==> src/rtl/axi_lite_pkg.sv <==
// rtl/axi_lite_pkg.sv - shared state encoding and AXI response codes for the AXI-Lite master
package axi_lite_pkg;

    typedef enum logic [2:0] {
        IDLE    = 3'd0,
        WR_REQ  = 3'd1,
        WR_RESP = 3'd2,
        RD_REQ  = 3'd3,
        RD_DATA = 3'd4,
        RSP     = 3'd5
    } axi_mst_state_e;

    localparam logic [1:0] RESP_OKAY   = 2'b00;
    localparam logic [1:0] RESP_EXOKAY = 2'b01;
    localparam logic [1:0] RESP_SLVERR = 2'b10;
    localparam logic [1:0] RESP_DECERR = 2'b11;

endpackage

==> src/rtl/axi_lite_master_ctrl.sv <==
// rtl/axi_lite_master_ctrl.sv - single-outstanding AXI-Lite master with a non-aborting response watchdog
module axi_lite_master_ctrl
    import axi_lite_pkg::*;
#(
    parameter int ADDR_W      = 32,
    parameter int DATA_W      = 32,
    parameter int WDOG_CYCLES = 256
) (
    input  logic                clk,
    input  logic                rst,
    input  logic                cmd_valid,
    output logic                cmd_ready,
    input  logic                cmd_write,
    input  logic [ADDR_W-1:0]   cmd_addr,
    input  logic [DATA_W-1:0]   cmd_wdata,
    input  logic [DATA_W/8-1:0] cmd_wstrb,
    output logic                rsp_valid,
    input  logic                rsp_ready,
    output logic                rsp_write,
    output logic [DATA_W-1:0]   rsp_rdata,
    output logic [1:0]          rsp_resp,
    output logic                timeout_pulse,
    output logic                awvalid,
    input  logic                awready,
    output logic [ADDR_W-1:0]   awaddr,
    output logic                wvalid,
    input  logic                wready,
    output logic [DATA_W-1:0]   w_data,
    output logic [DATA_W/8-1:0] wstrb,
    input  logic                bvalid,
    output logic                bready,
    input  logic [1:0]          bresp,
    output logic                arvalid,
    input  logic                arready,
    output logic [ADDR_W-1:0]   araddr,
    input  logic                rvalid,
    output logic                rready,
    input  logic [DATA_W-1:0]   r_data,
    input  logic [1:0]          rresp
);

    // Counter saturates one past the trigger value so the pulse fires exactly once per wait.
    localparam int               WDOG_W    = (WDOG_CYCLES < 1) ? 1 : $clog2(WDOG_CYCLES + 1);
    localparam logic [WDOG_W-1:0] WDOG_SAT  = WDOG_W'(WDOG_CYCLES);
    localparam logic [WDOG_W-1:0] WDOG_LAST = WDOG_W'((WDOG_CYCLES < 1) ? 0 : WDOG_CYCLES - 1);
    localparam logic              WDOG_EN   = (WDOG_CYCLES != 0);

    axi_mst_state_e      r_state;
    logic                r_awvalid;
    logic                r_wvalid;
    logic                r_arvalid;
    logic                r_aw_done;
    logic                r_w_done;
    logic [ADDR_W-1:0]   r_awaddr;
    logic [ADDR_W-1:0]   r_araddr;
    logic [DATA_W-1:0]   r_wdata;
    logic [DATA_W/8-1:0] r_wstrb;
    logic                r_rsp_write;
    logic [DATA_W-1:0]   r_rsp_rdata;
    logic [1:0]          r_rsp_resp;
    logic [WDOG_W-1:0]   r_wdog_cnt;
    logic                r_timeout;

    logic w_aw_hs;
    logic w_w_hs;
    logic w_aw_done;
    logic w_w_done;
    logic w_wdog_wait;

    assign w_aw_hs     = r_awvalid && awready;
    assign w_w_hs      = r_wvalid && wready;
    assign w_aw_done   = r_aw_done || w_aw_hs;
    assign w_w_done    = r_w_done || w_w_hs;
    assign w_wdog_wait = (r_state == WR_RESP) || (r_state == RD_DATA);

    assign cmd_ready     = (r_state == IDLE) && !rst;
    assign rsp_valid     = (r_state == RSP);
    assign bready        = (r_state == WR_RESP);
    assign rready        = (r_state == RD_DATA);
    assign awvalid       = r_awvalid;
    assign wvalid        = r_wvalid;
    assign arvalid       = r_arvalid;
    assign awaddr        = r_awaddr;
    assign araddr        = r_araddr;
    assign w_data        = r_wdata;
    assign wstrb         = r_wstrb;
    assign rsp_write     = r_rsp_write;
    assign rsp_rdata     = r_rsp_rdata;
    assign rsp_resp      = r_rsp_resp;
    assign timeout_pulse = r_timeout;

    always_ff @(posedge clk or posedge rst) begin
        if (rst) begin
            r_state     <= IDLE;
            r_awvalid   <= 1'b0;
            r_wvalid    <= 1'b0;
            r_arvalid   <= 1'b0;
            r_aw_done   <= 1'b0;
            r_w_done    <= 1'b0;
            r_awaddr    <= '0;
            r_araddr    <= '0;
            r_wdata     <= '0;
            r_wstrb     <= '0;
            r_rsp_write <= 1'b0;
            r_rsp_rdata <= '0;
            r_rsp_resp  <= 2'b00;
        end else begin
            case (r_state)
                IDLE: begin
                    if (cmd_valid) begin
                        r_rsp_write <= cmd_write;
                        if (cmd_write) begin
                            r_awaddr  <= cmd_addr;
                            r_wdata   <= cmd_wdata;
                            r_wstrb   <= cmd_wstrb;
                            r_awvalid <= 1'b1;
                            r_wvalid  <= 1'b1;
                            r_aw_done <= 1'b0;
                            r_w_done  <= 1'b0;
                            r_state   <= WR_REQ;
                        end else begin
                            r_araddr  <= cmd_addr;
                            r_arvalid <= 1'b1;
                            r_state   <= RD_REQ;
                        end
                    end
                end
                WR_REQ: begin
                    if (w_aw_hs) begin
                        r_awvalid <= 1'b0;
                        r_aw_done <= 1'b1;
                    end
                    if (w_w_hs) begin
                        r_wvalid <= 1'b0;
                        r_w_done <= 1'b1;
                    end
                    if (w_aw_done && w_w_done) begin
                        r_state <= WR_RESP;
                    end
                end
                WR_RESP: begin
                    if (bvalid) begin
                        r_rsp_resp  <= bresp;
                        r_rsp_rdata <= '0;
                        r_state     <= RSP;
                    end
                end
                RD_REQ: begin
                    if (arready) begin
                        r_arvalid <= 1'b0;
                        r_state   <= RD_DATA;
                    end
                end
                RD_DATA: begin
                    if (rvalid) begin
                        r_rsp_rdata <= r_data;
                        r_rsp_resp  <= rresp;
                        r_state     <= RSP;
                    end
                end
                RSP: begin
                    if (rsp_ready) begin
                        r_state <= IDLE;
                    end
                end
                default: r_state <= IDLE;
            endcase
        end
    end

    always_ff @(posedge clk or posedge rst) begin
        if (rst) begin
            r_wdog_cnt <= '0;
            r_timeout  <= 1'b0;
        end else begin
            if (!w_wdog_wait) begin
                r_wdog_cnt <= '0;
            end else if (WDOG_EN && (r_wdog_cnt != WDOG_SAT)) begin
                r_wdog_cnt <= r_wdog_cnt + WDOG_W'(1);
            end
            r_timeout <= WDOG_EN && w_wdog_wait && (r_wdog_cnt == WDOG_LAST);
        end
    end

endmodule
==> config.mk <==
export PLATFORM = sky130hd
export DESIGN_NAME = axi_lite_master_ctrl
export DESIGN_NICKNAME = d
export VERILOG_FILES = /design/src/rtl/axi_lite_pkg.sv /design/src/rtl/axi_lite_master_ctrl.sv
export SDC_FILE = /design/constraint.sdc
export NUM_CORES = 1
export LEC_CHECK = 0
export ABC_AREA = 1
export CORE_UTILIZATION = 46
export CTS_CLUSTER_DIAMETER = 80
export DETAILED_ROUTE_END_ITERATION = 8
export GPL_TIMING_DRIVEN = 0
export PLACE_DENSITY_LB_ADDON = 0.12
export SLEW_MARGIN = 0
export SYNTH_ARGS = -nofsm -noshare
export SYNTH_HDL_FRONTEND = slang
export SYNTH_SLANG_ARGS = --single-unit
==> constraint.sdc <==
create_clock -name clk -period 14.4 [get_ports clk]
set_input_delay 2.88 -clock clk [delete_from_list [all_inputs] [get_ports clk]]
set_output_delay 2.88 -clock clk [all_outputs]
set_load 0.05 [all_outputs]
; Word level (Yosys, flattened, before mapping)
; Cells that the tools add are included.
[classes]
addsub = 1
n_eq_ne = 18
muxes = 32
n_bitwise = 1
n_reduce_logical = 21
[ops]
columns = op, n
row1 = 32-bit two-way mux, 2
row2 = 32-bit one-hot mux with 2 select lines, 1
row3 = 3-bit two-way mux, 6
row4 = 9-bit two-way mux, 2
row5 = "2-bit inequality test, second input constant", 9
row6 = 3-bit one-hot mux with 6 select lines, 1
row7 = 4-bit AND reduction, 3
row8 = 1-bit two-way mux, 11
row9 = 1-bit one-hot mux with 2 select lines, 5
row10 = "9-bit by 1-bit adder with 9-bit output, second input constant", 1
row11 = "9-bit by 8-bit == test with 1-bit output, second input constant", 1
row12 = "9-bit inequality test, second input constant", 1
row13 = 3-bit AND reduction, 3
row14 = "3-bit by 2-bit == test with 1-bit output, second input constant", 2
row15 = "3-bit == test, second input constant", 2
row16 = 2-bit two-way mux, 3
row17 = 6-bit AND reduction, 1
row18 = 2-bit nonzero test, 3
row19 = 1-bit logical AND, 5
row20 = "2-bit by 1-bit inequality test with 1-bit output, second input constant", 2
row21 = 2-bit one-hot mux with 2 select lines, 1
row22 = "3-bit by 1-bit == test with 1-bit output, second input constant", 1
row23 = 3-bit logical NOT, 1
row24 = 1-bit logical OR, 3
row25 = other kinds (3), 3
[totals]
regBits = 153
inputBits = 114
out_inout_bits = 143

; Depth between registers and ports, before layout
; Gate-level depths: netlist (run 1).
[logic_depth]
word_depth = 5
ltp_mapped = 10
mapped_depth_nobuf = 8

; Least setup slack after synthesis (run 1)
; Ideal clock, no wire load.
[synth_timing]
kind = input-to-output
from = in rst
to = out cmd_ready
arrival_ns = 3.534
path_slack_ns = 7.986
cell_stages = 1
path_buffers = 0
cell_sequence = nor2_1
[synth_between]
elab_chain_len = 2
[synth_lines]
columns = item, line
row1 = "start, declared", axi_lite_master_ctrl.sv:10  ; input logic rst,
row2 = 1-bit logical NOT (no line), n/a
row3 = 1-bit logical AND, axi_lite_master_ctrl.sv:76  ; assign cmd_ready = (r_state == IDLE) && !rst;
row4 = "end, declared", axi_lite_master_ctrl.sv:12  ; output logic cmd_ready,
; Every way passes these cells.

; Worst setup path in the final report (run 1)
; Ends and elaborated chain as after synthesis.

==> out/results.ini, run 1 <==
[status]
status=finished, final reports clean

[critical_path]
reg2reg_to=awaddr[4]$_DFFE_PP0P_
worst-path-stages=3
timing.rr.start=r_state[0]$_DFFE_PP0P_
critPathBufInv=2
path_max_fanout=2
worstSetupEndpointType=output pin
cp.arrival_ns=4.33
worst-r2r-setup-slack_ns=12.68
cp.required_ns=11.52
crit_path_end=cmd_ready
cp-start-kind=input pin
crit_chain=clkdlybuf4s50_1 -> nor2_1 -> clkdlybuf4s50_1
crit_type=in -> out
r2r_cells=10
crit_top_cell=clkdlybuf4s50_1
crit_path_top_delay_cell=clkdlybuf4s50_1
startpoint=rst
max_stage_delay_ns=0.82
crit_family=buffers and inverters

[sta]
fin_crit_sh_pct=50.1
finalHoldViolations=0
report.final.slew_viol_count=0
skew_ns=0.0168
relSlewSlack_pct=61.1
fin_hold_ws_ns=0.474
rsz0062_at_grt=false
fmax_mhz=139
fin_crit_ns=7.21
finalSetupViolCount=0
tns_ns=0
setup_ws_ns=7.19
worstMarginPinSlew_ns=0.584

[clocking]
htree_levels=4
cts_buffer_depth=2
cts_setup_buffers=0
cts_resized=0
holdBufCountCts=0
clk_pin_slew_ns=0.06
worstSkewPairLatency_ns=0.42
cts_tree=yes
cts_root_buf=clkbuf_16
clock_sinks=153
cts_buffers=17

[drt]
via_count=5486
vias_per_cell=4.80
drt_iter0_drc=285
drcViolationCount=0
wl_per_cell_um=14.9
dr.pass1.iters=5
wl_mm=17.0
antenna_left=0

[placement]
dpl_worst_slack_ns=7.18
place.gp.congestion=0.793
place_hpwl_mm=12.5
place_area_um2=8970
dp.cells=1110
portBuffers=256

[global_route]
grt_max_degree=91
grt_use_met2_pct=44.1
global_route.usage.total_pct=25.6
met1_usage_pct=28.8
grt_pass1_wl_mm=27.9
grt-ovfl-total=0
antenna_found_initial=0
busiest_layer=met2
grt_util_met3_pct=8.38
grt_pass1_vias=5644

[yosys]
syn_avg_cell_area_um2=9.04
ys_seq_elements=153
syn_area_um2=6160
syn_inst=681
synth_edf_count=0
async_flop_share_pct=100
synth_top_area_cell=dfrtp_1
synth_cell_types=27
yosysWarningCount=0
synth_ff_type=dfrtp_1
yosysMostFrequentCell=nand2_1
synth_area_leaders=dfrtp_1, nand2_1, inv_1
synth.top_cells.by_count=nand2_1, dfrtp_1, inv_1
yosysTopAreaCellShare_pct=62.2
synth_fp_nets=798
synth.yosys.seq_area_share_pct=62.2

[die]
rows=41
io-pin-count=257
die_w_um=118
die_h_um=118
dieArea_um2=13900
fp.coreArea_um2=12800
start_util_pct=48.0

[final_layout]
diodes=0
syn2layout_area_growth_pct=55.8
drive_gt1_share_pct=7.63
seqCellArea_um2=3830
layoutNonFillerInstCount=1142
final_nets=1074
finish.instance_area_um2=9600
multi_input_area_um2=1810
fill_cells=918

[worst_hold_path]
hold_path.class=reg -> reg

[power_and_ir_drop]
leakagePower_nw=4.72
peakVddDrop_mv=0.140
p_per_area_nw_per_um2=268

[run]
cap_violations=0

## worst min-delay path, cell delays in order (launching register included)
cell and delay [ns]:
dfrtp_1 0.34, nand2_1 0.06, nand2_1 0.05
## state kept, by name (all words and copies together) (netlist names), 2 cells and up
signal      cells
w_data         32
awaddr         32
r_wdog_cnt      9
r_state         3
wstrb           4
rsp_rdata      32
araddr         32
rsp_resp        2
## cell families after synthesis
family                   count (synthesis)  share of synthesized area, %
AO/OA/AOI/OAI                          109                          9.20
XOR/XNOR                                 3                         0.427
adder cells (fa/ha/maj)                  3                         0.610
buffers and inverters                  119                          8.37
flip-flops                             153                          62.2
AND/OR/NAND/NOR                        294                          19.2
## routing by layer
metal  vias to the layer above  part of all wire (%)
met5                         -                     0
met2                       188                    51
met1                      2621                    39
li1                       2642                     -
met3                        35                   7.1
met4                         0                   2.9
## metrics by stage
step	utilization (%)	total power, mW
final	74.8	2.57
after global routing	74.8	2.69
after CTS	74.8	2.59
after detailed placement	69.9	2.11
after global placement	69.7	2.07
after floorplan	-	1.60
## final cells by class
class,count,area share [%]
Timing Repair Buffer,257,27.0
Multi-Input combinational cell,409,18.9
Buffer,28,1.81
Tap cell,172,2.24
Clock buffer,20,4.76
Clock inverter,12,1.77
Sequential cell,153,39.9
Inverter,91,3.61
## worst min-delay path by stage
stage                                 startpoint                      to  slack [ns]  cells past startpoint
after floorplan            r_aw_done$_DFFE_PP0P_   r_aw_done$_DFFE_PP0P_        0.46                      1
after global placement    w_data[31]$_DFFE_PP0P_  w_data[31]$_DFFE_PP0P_        0.45                      2
after detailed placement   w_data[2]$_DFFE_PP0P_   w_data[2]$_DFFE_PP0P_        0.46                      2
after CTS                  w_data[2]$_DFFE_PP0P_   w_data[2]$_DFFE_PP0P_        0.48                      2
after global routing      w_data[24]$_DFFE_PP0P_  w_data[24]$_DFFE_PP0P_        0.50                      2
final                      w_data[0]$_DFFE_PP0P_   w_data[0]$_DFFE_PP0P_        0.47                      2
## placed cells by master (no fill, tap or decap), drive strengths merged
master         count
o21a               2
clkinv             6
o21ai            103
nand4              1
inv               92
nand2            249
nor2              24
dfrtp            153
clkbuf            25
ha                 3
a31oi              1
a31o               1
buf               24
clkinvlp           1
bufinv             4
and2               1
a21oi              2
clkdlybuf4s50    256
nand3b             1
nand3             18
xor2               3
## where the power goes
part	leakage, nW	internal [mW]	switching [mW]
Combinational	2.46	0.436	0.946
Sequential	1.96	0.614	0.107
Clock	0.310	0.298	0.170
No activity file was read; power rests on OpenSTA's default activity.
==> inputs of run 2 (changes only) <==
CORE_UTILIZATION = 43   (was 46)
clock period = 7 ns   (was 14.4 ns; I/O delays follow)
==> run 2 against run 1 <==
Cell count is 0.61% higher. Die area rose by 6.9%. Sequential share of layout area increased by 0.063 points. Combinational power up 110%. Critical path type unchanged. Highest routed layer unchanged.
==> out/results.ini, run 2 (same netlist as run 1, synthesis figures left out) <==
[status]
status=finished, final reports clean

[worst_hold_path]
holdPathStages=2  ; unchanged
hold_path.class=reg -> reg

[clocking]
cts_setup_buffers=0  ; unchanged
htree_levels=4  ; unchanged
cts_root_buf=clkbuf_16
holdBufCountCts=0  ; unchanged
clk_pin_slew_ns=0.06  ; about the same
cts_buffers=17  ; unchanged
cts_tree=yes
cts_buffer_depth=2  ; unchanged
worstSkewPairLatency_ns=0.41  ; about the same
clock_sinks=153  ; unchanged
cts_resized=0  ; unchanged

[global_route]
grt_pass1_vias=5271  ; -6.6%
grt_use_met2_pct=38.7  ; -5.4 points
global_route.usage.total_pct=23.1  ; -2.5 points
grt-ovfl-total=0  ; unchanged
met1_usage_pct=27.4  ; -1.4 points
grt_util_met3_pct=7.72  ; -0.66 points
antenna_found_initial=0  ; unchanged
grt_pass1_wl_mm=26.3  ; -5.8%
grt_max_degree=87  ; -4.4%
busiest_layer=met2

[final_layout]
drive_gt1_share_pct=7.43  ; -0.20 points
syn2layout_area_growth_pct=55.6
final_nets=1074  ; unchanged
final_util_pct=68.8  ; -6.1 points
mostFrequentLayoutCells=clkdlybuf4s50_1, nand2_1, dfrtp_1, inv_1, o21ai_0
final_common_cell=clkdlybuf4s50_1
fill_cells=1122  ; +22%
diodes=0  ; unchanged

[drt]
via_count=5327  ; -2.9%
antenna_left=0  ; unchanged
wl_mm=16.3  ; -4.4%
wl_per_cell_um=14.2  ; -5.0%
dr.pass1.iters=4  ; -1
drt_iter0_drc=237  ; -17%
drcViolationCount=0  ; unchanged
vias_per_cell=4.64  ; -3.5%

[critical_path]
worstSetupEndpointType=output pin
crit_chain=clkdlybuf4s50_1 -> nor2_1 -> clkdlybuf4s50_1
r2r_cells=7  ; -3
cp-start-kind=input pin
crit_type=in -> out
cp.required_ns=5.60  ; -5.92 ns
crit_top_cell=clkdlybuf4s50_1
cp.arrival_ns=2.83  ; -1.50 ns
crit_path_top_delay_cell=clkdlybuf4s50_1
path_max_fanout=2  ; unchanged
max_stage_delay_ns=0.80  ; -0.02 ns

[power_and_ir_drop]
peakVddDrop_mv=0.298  ; +110%
internal_power_mw=2.74  ; +100%
p_switching_mw=2.48  ; +100%
power_switching_share_pct=47.5  ; -0.12 points
combPwrFrac_pct=54.2  ; +0.5 points
seqPwrFrac_pct=28.2  ; +0.2 points
clockPowerShare_pct=17.6  ; -0.6 points
leakagePower_nw=4.71  ; -0.31%
p_per_area_nw_per_um2=544  ; +100%

[die]
dieArea_um2=14800  ; +6.9%
rows=43  ; +4.9%
start_util_pct=44.2  ; -3.8 points
die_h_um=122  ; +3.4%
die_w_um=122  ; +3.4%
io-pin-count=257  ; unchanged
fp.coreArea_um2=13900  ; +8.7%

[sta]
worstMarginPinSlew_ns=0.792  ; +0.208 ns
skew_ns=0.00492  ; -0.0118 ns
finalSetupViolCount=0  ; unchanged
fmax_mhz=237
fin_crit_ns=4.23
relSlewSlack_pct=47.2  ; -14 points
report.final.slew_viol_count=0  ; unchanged
rsz0062_at_grt=false
finalHoldViolations=0  ; unchanged
fin_hold_ws_ns=0.467  ; -0.00650 ns
fin_crit_sh_pct=60.4

[placement]
portBuffers=256  ; unchanged
place_hpwl_mm=11.7  ; -6.0%
place.gp.congestion=0.759  ; -4.3%

[run]
cap_violations=0  ; unchanged

==> run 2: final cells by class <==
cell class / instances / area (um2) / area share (%)
multi-input combinational: 409 / 1810 / 18.9
tap: 180 / 225 / 2.35
clock inverter: 6 / 86.3 / 0.901
clock buffer: 25 / 515 / 5.38
timing repair buffer: 257 / 2590 / 27.0
inverter: 91 / 347 / 3.62
sequential: 153 / 3830 / 40.0
buffer: 28 / 174 / 1.82
==> run 2: metal layers <==
metal,vias up,wire [um]
met5,-,0
met4,0,404
met3,28,1220
met2,154,7990
met1,2501,6670
li1,2644,-
==> run 2: final timing paths <==
| path | endpoint | start | slack (ns) |
|---|---|---|---|
| max | cmd_ready | rst | 2.77 |
| min | w_data[0]$_DFFE_PP0P_ | w_data[0]$_DFFE_PP0P_ | 0.47 |
| max reg2reg | rsp_rdata[26]$_DFFE_PP0P_ | r_state[0]$_DFFE_PP0P_ | 5.31 |
| min reg2reg | w_data[0]$_DFFE_PP0P_ | w_data[0]$_DFFE_PP0P_ | 0.47 |
| max in group asynchronous | w_data[24]$_DFFE_PP0P_ | rst | 4.66 |
| min in group asynchronous | r_state[1]$_DFFE_PP0P_ | rst | 1.55 |
==> run 2: worst max-delay path: cells and delay by family <==
family	cells	cell delay, ns
buffers and inverters	2	1.29
and+or+nand+nor	1	0.13
==> run 2: power groups by stage <==
stage                     Sequential, mW  Combinational [mW]  Clock, mW
after floorplan                     2.72               0.578          0
after detailed placement            1.47                2.84          0
final                               1.47                2.83      0.919
after CTS                           1.47                2.85      0.931
after global placement              1.47                2.81          0
after global routing                1.52                2.99      0.975
==> run 2: per-stage QoR <==
stage	std cells	TNS [ns]	setup WS [ns]	cell area (um2)	total power, mW
6_report	1149	0	2.77	9580	5.21
5_1_grt	1149	0	2.73	9580	5.48
4_1_cts	1149	0	2.77	9580	5.25
3_5_place_dp	1118	0	2.77	8980	4.31
3_3_place_gp	1117	-116.95	-0.772	8950	4.28
2_1_floorplan	681	0	1.48	6160	3.30
